<file path="src/rtl/pwm_meas_pkg.sv">
// Shared types and default parameters for the PWM period/high-time meter.
package pwm_meas_pkg;

  localparam int unsigned DefCntW       = 16;
  localparam int unsigned DefSyncStages = 2;

  typedef enum logic [1:0] {
    StIdle,
    StHigh,
    StLow
  } state_e;

endpackage

</file>
<file path="src/rtl/sync_edge_det.sv">
// Multi-flop synchronizer for an asynchronous input followed by rise/fall edge detection.
module sync_edge_det #(
  parameter int unsigned SYNC_STAGES = 2
) (
  input  logic clk,
  input  logic rst_n,
  input  logic d,
  output logic rise,
  output logic fall
);

  logic [SYNC_STAGES-1:0] sync_q;
  logic                   delay_q;
  logic                   sync;

  assign sync = sync_q[SYNC_STAGES-1];

  always_ff @(posedge clk or negedge rst_n) begin
    if (!rst_n) begin
      sync_q  <= '0;
      delay_q <= 1'b0;
    end else begin
      sync_q  <= {sync_q[SYNC_STAGES-2:0], d};
      delay_q <= sync;
    end
  end

  assign rise = sync & ~delay_q;
  assign fall = ~sync & delay_q;

endmodule

</file>
<file path="src/rtl/pwm_meas.sv">
// Measures period and high time of an asynchronous PWM input in clk cycles.
// Optional stuck-input detection is enabled by defining PWM_MEAS_STUCK_DET_EN.
module pwm_meas
  import pwm_meas_pkg::*;
#(
  parameter int unsigned CNT_W       = DefCntW,
  parameter int unsigned SYNC_STAGES = DefSyncStages
) (
  input  logic             clk,
  input  logic             rst_n,
  input  logic             sig_in,
  input  logic             clr,
  output logic             meas_valid,
  input  logic             meas_ready,
  output logic [CNT_W-1:0] period_cnt,
  output logic [CNT_W-1:0] high_cnt,
  output logic             overrun
`ifdef PWM_MEAS_STUCK_DET_EN
  ,
  output logic             stuck
`endif
);

  localparam logic [CNT_W-1:0] CntMax = '1;

  logic rise, fall;

  sync_edge_det #(
    .SYNC_STAGES(SYNC_STAGES)
  ) u_sync_edge_det (
    .clk  (clk),
    .rst_n(rst_n),
    .d    (sig_in),
    .rise (rise),
    .fall (fall)
  );

  state_e           state_q, state_d;
  logic [CNT_W-1:0] cnt_q, cnt_d;
  logic [CNT_W-1:0] high_meas_q, high_meas_d;
  logic [CNT_W-1:0] period_q, period_d;
  logic [CNT_W-1:0] high_q, high_d;
  logic             valid_q, valid_d;
  logic             overrun_q, overrun_d;
  logic             publish, handshake, sat;
`ifdef PWM_MEAS_STUCK_DET_EN
  logic             stuck_q, stuck_d;
`endif

  assign handshake = valid_q & meas_ready;
  assign sat       = (cnt_q == CntMax);

  always_comb begin
    state_d     = state_q;
    high_meas_d = high_meas_q;
    period_d    = period_q;
    high_d      = high_q;
    valid_d     = valid_q;
    overrun_d   = overrun_q;
    publish     = 1'b0;
`ifdef PWM_MEAS_STUCK_DET_EN
    stuck_d     = stuck_q;
`endif

    if (rise) begin
      cnt_d = CNT_W'(1);
    end else if (!sat) begin
      cnt_d = cnt_q + CNT_W'(1);
    end else begin
      cnt_d = cnt_q;
    end

    unique case (state_q)
      StIdle: if (rise) state_d = StHigh;
      StHigh: begin
        if (fall) begin
          state_d     = StLow;
          high_meas_d = cnt_q;
        end
      end
      StLow: begin
        if (rise) begin
          state_d = StHigh;
          publish = 1'b1;
        end
      end
      default: state_d = StIdle;
    endcase

`ifdef PWM_MEAS_STUCK_DET_EN
    // A saturated count with no edge means the input has stopped toggling.
    if (rise) begin
      stuck_d = 1'b0;
    end else if (sat && ((state_q == StHigh && !fall) || state_q == StLow)) begin
      state_d = StIdle;
      stuck_d = 1'b1;
    end
`endif

    // A pending result is never overwritten unless it is accepted this very cycle.
    if (publish) begin
      if (!valid_q || handshake) begin
        valid_d  = 1'b1;
        period_d = cnt_q;
        high_d   = high_meas_q;
      end else begin
        overrun_d = 1'b1;
      end
    end else if (handshake) begin
      valid_d = 1'b0;
    end

    if (clr) begin
      state_d     = StIdle;
      cnt_d       = '0;
      high_meas_d = '0;
      period_d    = '0;
      high_d      = '0;
      valid_d     = 1'b0;
      overrun_d   = 1'b0;
`ifdef PWM_MEAS_STUCK_DET_EN
      stuck_d     = 1'b0;
`endif
    end
  end

  always_ff @(posedge clk or negedge rst_n) begin
    if (!rst_n) begin
      state_q     <= StIdle;
      cnt_q       <= '0;
      high_meas_q <= '0;
      period_q    <= '0;
      high_q      <= '0;
      valid_q     <= 1'b0;
      overrun_q   <= 1'b0;
`ifdef PWM_MEAS_STUCK_DET_EN
      stuck_q     <= 1'b0;
`endif
    end else begin
      state_q     <= state_d;
      cnt_q       <= cnt_d;
      high_meas_q <= high_meas_d;
      period_q    <= period_d;
      high_q      <= high_d;
      valid_q     <= valid_d;
      overrun_q   <= overrun_d;
`ifdef PWM_MEAS_STUCK_DET_EN
      stuck_q     <= stuck_d;
`endif
    end
  end

  assign meas_valid = valid_q;
  assign period_cnt = period_q;
  assign high_cnt   = high_q;
  assign overrun    = overrun_q;
`ifdef PWM_MEAS_STUCK_DET_EN
  assign stuck      = stuck_q;
`endif

endmodule
</file>
<file path="config.mk">
export PLATFORM = sky130hd
export DESIGN_NAME = pwm_meas
export DESIGN_NICKNAME = d
export VERILOG_FILES = /design/src/rtl/pwm_meas_pkg.sv /design/src/rtl/sync_edge_det.sv /design/src/rtl/pwm_meas.sv
export SDC_FILE = /design/constraint.sdc
export NUM_CORES = 1
export LEC_CHECK = 0
export CAP_MARGIN = 30
export CORE_MARGIN = 4
export CORE_UTILIZATION = 45
export CTS_CLUSTER_SIZE = 25
export DETAILED_ROUTE_END_ITERATION = 6
export PLACE_DENSITY = 0.72
export SLEW_MARGIN = 40
export SYNTH_ARGS = -nofsm -noshare
export SYNTH_HDL_FRONTEND = slang
export SYNTH_SLANG_ARGS = --single-unit
</file>
<file path="constraint.sdc">
create_clock -name clk -period 3.1 [get_ports clk]
set_input_delay 0.775 -clock clk [delete_from_list [all_inputs] [get_ports clk]]
set_output_delay 0.775 -clock clk [all_outputs]
set_load 0.005 [all_outputs]
</file>
Yosys cells after proc, flatten, opt, wreduce, memory -nomap -nowiden:

Index checks and enable logic that the tools add are counted.

* add/sub/neg operators: 1
* equal/unequal tests: 8
* muxes and demuxes: 25
* bitwise operators: 5
* reduce and logical (&&, ||, !) cells: 14

Operator list (count)
* $mux 16: 12
* $add 16x1->16 const B: 1
* $eq 16x16->1 const B: 1
* $reduce_and 2->1: 5
* $mux 1: 9
* $reduce_bool 2->1: 4
* $mux 2: 3
* $ne 3x3->1 const B: 2
* $pmux 2 s2: 1
* $and 1x1->1: 3
* $ne 3x1->1 const B: 1
* $ne 3x2->1 const B: 1
* $reduce_bool 3->1: 1
* $eq 2x1->1 const B: 1
* $eq 2x2->1 const B: 1
* $logic_not 2->1: 1
* $ne 2x2->1 const B: 1
* $not 1->1: 2
* $reduce_or 2->1: 1
* $logic_not 1->1: 1
* $logic_or 1x1->1: 1

* register bits after elaboration: 71
* bits of input ports: 5
* output and inout port bits: 34
* word-level logic and storage cells: 62

Depth between registers and ports, before layout:

* depth after elaboration: 6
* gate-level depth with buffers: 6
* gate-level depth less buffers: 5

Modules after synthesis:

A second synthesis with hierarchy kept.

* cells, all modules: 332
* area, all modules: 3090.5 um^2

By module, submodules not included
* pwm_meas: times used 1, cells each 327, area an instance 3000.4 um^2, seq. area each 1701.6 um^2
* sync_edge_det: times used 1, cells each 5, area an instance 90.1 um^2, seq. area each 75.1 um^2

Worst setup path after synthesis:

No wires, ideal clock.

* path kind: input -> register
* from: input clr
* to: register cnt_q[9]
* setup time: 136 ps
* data arrival time: 1562 ps
* data required time: 2964 ps
* setup slack: 1402 ps
* cell stages on the path: 4
* buffers on the path: 2
* cells stage by stage: clkbuf_1 > nand2b_1 > buf_1 > nor3_1

* longest elaborated chain between the ends: 1
* elaborated cells on any way between the ends: 2
* classes of those cells: 1 x eq/ne; 1 x mux

Ends and longest elaborated chain
* start: declaration: RTL line pwm_meas.sv:12 `input logic clr,`
* $ne 3x3->1 (no line) / $mux 16 (equally long branches)
* end signal: assignment: RTL line pwm_meas.sv:141 `cnt_q <= cnt_d;`
* end: declaration: RTL line pwm_meas.sv:39 `logic [CNT_W-1:0] cnt_q, cnt_d;`

Several ways; a longest one is shown, not always the timed one.
A chain may end at the register's enable or synchronous reset.

Worst setup path after layout:

* from: register period_q[8], in the netlist period_cnt[8]
* to: output period_cnt[8]

RTL lines
* start: declaration: RTL line pwm_meas.sv:41 `logic [CNT_W-1:0] period_q, period_d;`
* start signal: assignment: RTL line pwm_meas.sv:143 `period_q <= period_d;`
* end: declaration: RTL line pwm_meas.sv:15 `output logic [CNT_W-1:0] period_cnt,`

No word-level cell between the ends.

==> results.cfg <==
[yosys]
synth_warnings = 0
ys_ff_latch = 71
synth-main-ff-cell = dfrtp_1
yosysSeqAreaShare = 0.567
syn_area_per_cell_um2 = 9.33
async_flop_share = 1.00
netlist_area_um2 = 3140
syn_nets = 342
synth_edf_count = 0
synthCells = 336
synthDistinctLibCells = 40

[clock_tree]
clk_path_buf_depth = 2
cts-buffers-inserted = 9
htreeDepth = 3
hold_buffers = 0
clockRootBuffer = clkbuf_8
clkLatencyLatePin_ns = 0.35
postCtsResizedCells = 0
cts_tree = yes
clk_pin_slew_worst_paths_ns = 0.08
cts_sinks = 71
cts_setup_buffers = 0

[timing]
rsz0062_at_grt = no
whs_ns = 0.357
setup_tns_ns = 0
slew_headroom = 0.562
period_share = 0.663
period_minus_slack_ns = 2.05
fin_skew_ns = 0.00574
finalSetupViolCount = 0
slew_violations = 0
hold_viol_final = 0
clock.fmax_mhz = 487
tightestPinTransition_ns = 0.656

[layout]
fill_cells = 596
syn2layout_area_growth_pct = 21.0
drive_above_1_share = 0.0889
stdcell_count = 467
fin_area_um2 = 3790
antennaDiodeCount = 0
num-nets-final = 372

[floorplanning]
rows = 30
core-area_um2 = 6790
ios = 39
dieArea_um2 = 8370
die_h_um = 91.5
die_w_um = 91.5
initial_core_util = 0.462

[drt]
wl_per_cell_um = 14.1
wirelength_mm = 6.58
drtAntennaViolNets = 0
drt_iter0_markers = 140
viasPerCell = 5.30
drc = 0
vias = 2475
drt-pass1-iter-count = 4

[worst_setup_path]
critPathCaptureType = output pin
worst_r2r_endpoint = cnt_q[0]
critPathMaxStageDelay_ns = 0.53
start_kind = flop
cp_num_buf_inv = 1
cp.depth = 1
cp-startpoint = period_cnt[8]
cp-endpoint = period_cnt[8]
cp_cell_sequence = clkdlybuf4s50_1
reg2reg_slack_ns = 1.26
r2r_start = cnt_q[0]
crit_type = flop to output pin
worst_path_max_delay_cell = clkdlybuf4s50_1
critical-path-top-delay-family = buffers and inverters
rr_worst_depth = 5
crit_required_ns = 2.32
worst-path-max-fanout = 2
cp.arrival_ns = 1.28

[place]
dp_cells = 451
placedInstanceArea_um2 = 3550
gp_congestion = 0.784
port_buffers = 38
dp_hpwl_mm = 4.34

[min_path]
min_path_type = primary input to asynchronous set/reset pin

[global_route]
antenna_found_initial = 0
grt_pass1_vias = 2267
grt_overflow_total = 0
grt_first_pass_wirelength_mm = 11.2
grt.total_usage = 0.169
grt_max_degree = 55

[run]
max_cap_viol_count = 0

[power]
peakVddDrop_mv = 0.261
leakage_nw = 1.57
power_density_nw_per_um2 = 501

[status]
status = finished clean
## cells by family after synthesis
kind of cell               after synthesis  synth area share
and+or+nand+nor                        154             0.239
AOI/OAI and AO/OA                       79             0.141
DFF                                     71             0.567
buffers and inverters                   29            0.0431
muxes                                    2           0.00638
adders and majority gates                1           0.00399
## metal layers
layer	wire, um	share of wire	GRT usage
met4	93	0.014	0.0779
met5	0	0	0
met1	3010	0.46	0.244
met2	3060	0.46	0.239
met3	418	0.064	0.0398
## sequential cells by signal, summed over array words and instances, names as in the netlist
name	cells
high_cnt	16
state_q	2
period_cnt	16
u_sync_edge_det.delay_q	1
u_sync_edge_det.sync_q	2
meas_valid	1
high_meas_q	16
overrun	1
cnt_q	16
## final cells by class
| type | count | area [um^2] | share of cell area |
|---|---|---|---|
| Clock inverter | 7 | 120 | 0.0317 |
| Clock buffer | 9 | 124 | 0.0327 |
| Timing Repair Buffer | 43 | 410 | 0.108 |
| Multi-Input combinational cell | 236 | 1220 | 0.323 |
| Sequential cell | 71 | 1780 | 0.468 |
| Inverter | 5 | 18.8 | 0.00495 |
| Tap cell | 96 | 120 | 0.0317 |
## worst min-delay path by stage
stage / cells past startpoint / slack (ns) / start / to
floorplan: 0 / 0.33 / u_sync_edge_det.sync_q[0] / u_sync_edge_det.sync_q[1]
global placement: 0 / 0.34 / u_sync_edge_det.sync_q[0] / u_sync_edge_det.sync_q[1]
detailed placement: 0 / 0.36 / u_sync_edge_det.sync_q[0] / u_sync_edge_det.sync_q[1]
CTS: 0 / 0.38 / u_sync_edge_det.sync_q[0] / u_sync_edge_det.sync_q[1]
global route: 1 / 0.38 / rst_n / high_cnt[0]
finish: 1 / 0.36 / rst_n / meas_valid
## where the power goes
part / leakage, nW / switching, mW / internal, mW
sequential: 0.982 / 0.00806 / 0.931
combinational: 0.464 / 0.0459 / 0.0140
clock: 0.120 / 0.365 / 0.537
total: 1.57 / 0.419 / 1.48
## synthesized netlist by cell type, types with 3 or more instances
cell type  instances  area (um^2)
a211oi_1           3         22.5
a21oi_1           58          290
a31oi_1            4         25.0
buf_1              3         11.3
buf_2              6         30.0
clkbuf_1          12         45.0
dfrtp_1           71         1780
inv_1              5         18.8
nand2_1          105          394
nand2b_1           3         18.8
nand3_1            7         35.0
nand4_1            4         25.0
nor2_1            10         37.5
nor2b_1            3         18.8
nor3_1             3         15.0
o21ai_0            5         25.0
## through the flow
stage / utilization / total power, mW / setup slack, ns
6_report: 0.558 / 1.90 / 1.05
5_1_grt: 0.558 / 1.97 / 1.01
4_1_cts: 0.558 / 1.92 / 1.04
3_5_place_dp: 0.522 / 1.02 / 0.913
3_3_place_gp: 0.522 / 1.02 / 0.925
2_1_floorplan: - / 0.985 / 1.40
## placed cells by master (no fill, tap or decap), types with 3 or more instances in the layout
master	n
nand2b_1	3
nand4_1	4
a211oi_1	3
a31oi_1	4
nor2_1	10
buf_4	6
o21ai_0	5
clkdlybuf4s50_1	36
clkbuf_8	9
nand3_1	7
dfrtp_1	71
bufinv_16	3
nor3_1	3
a21oi_1	58
nand2_1	105
inv_1	5
nor2b_1	3
Power figures use the tool's default switching activity.
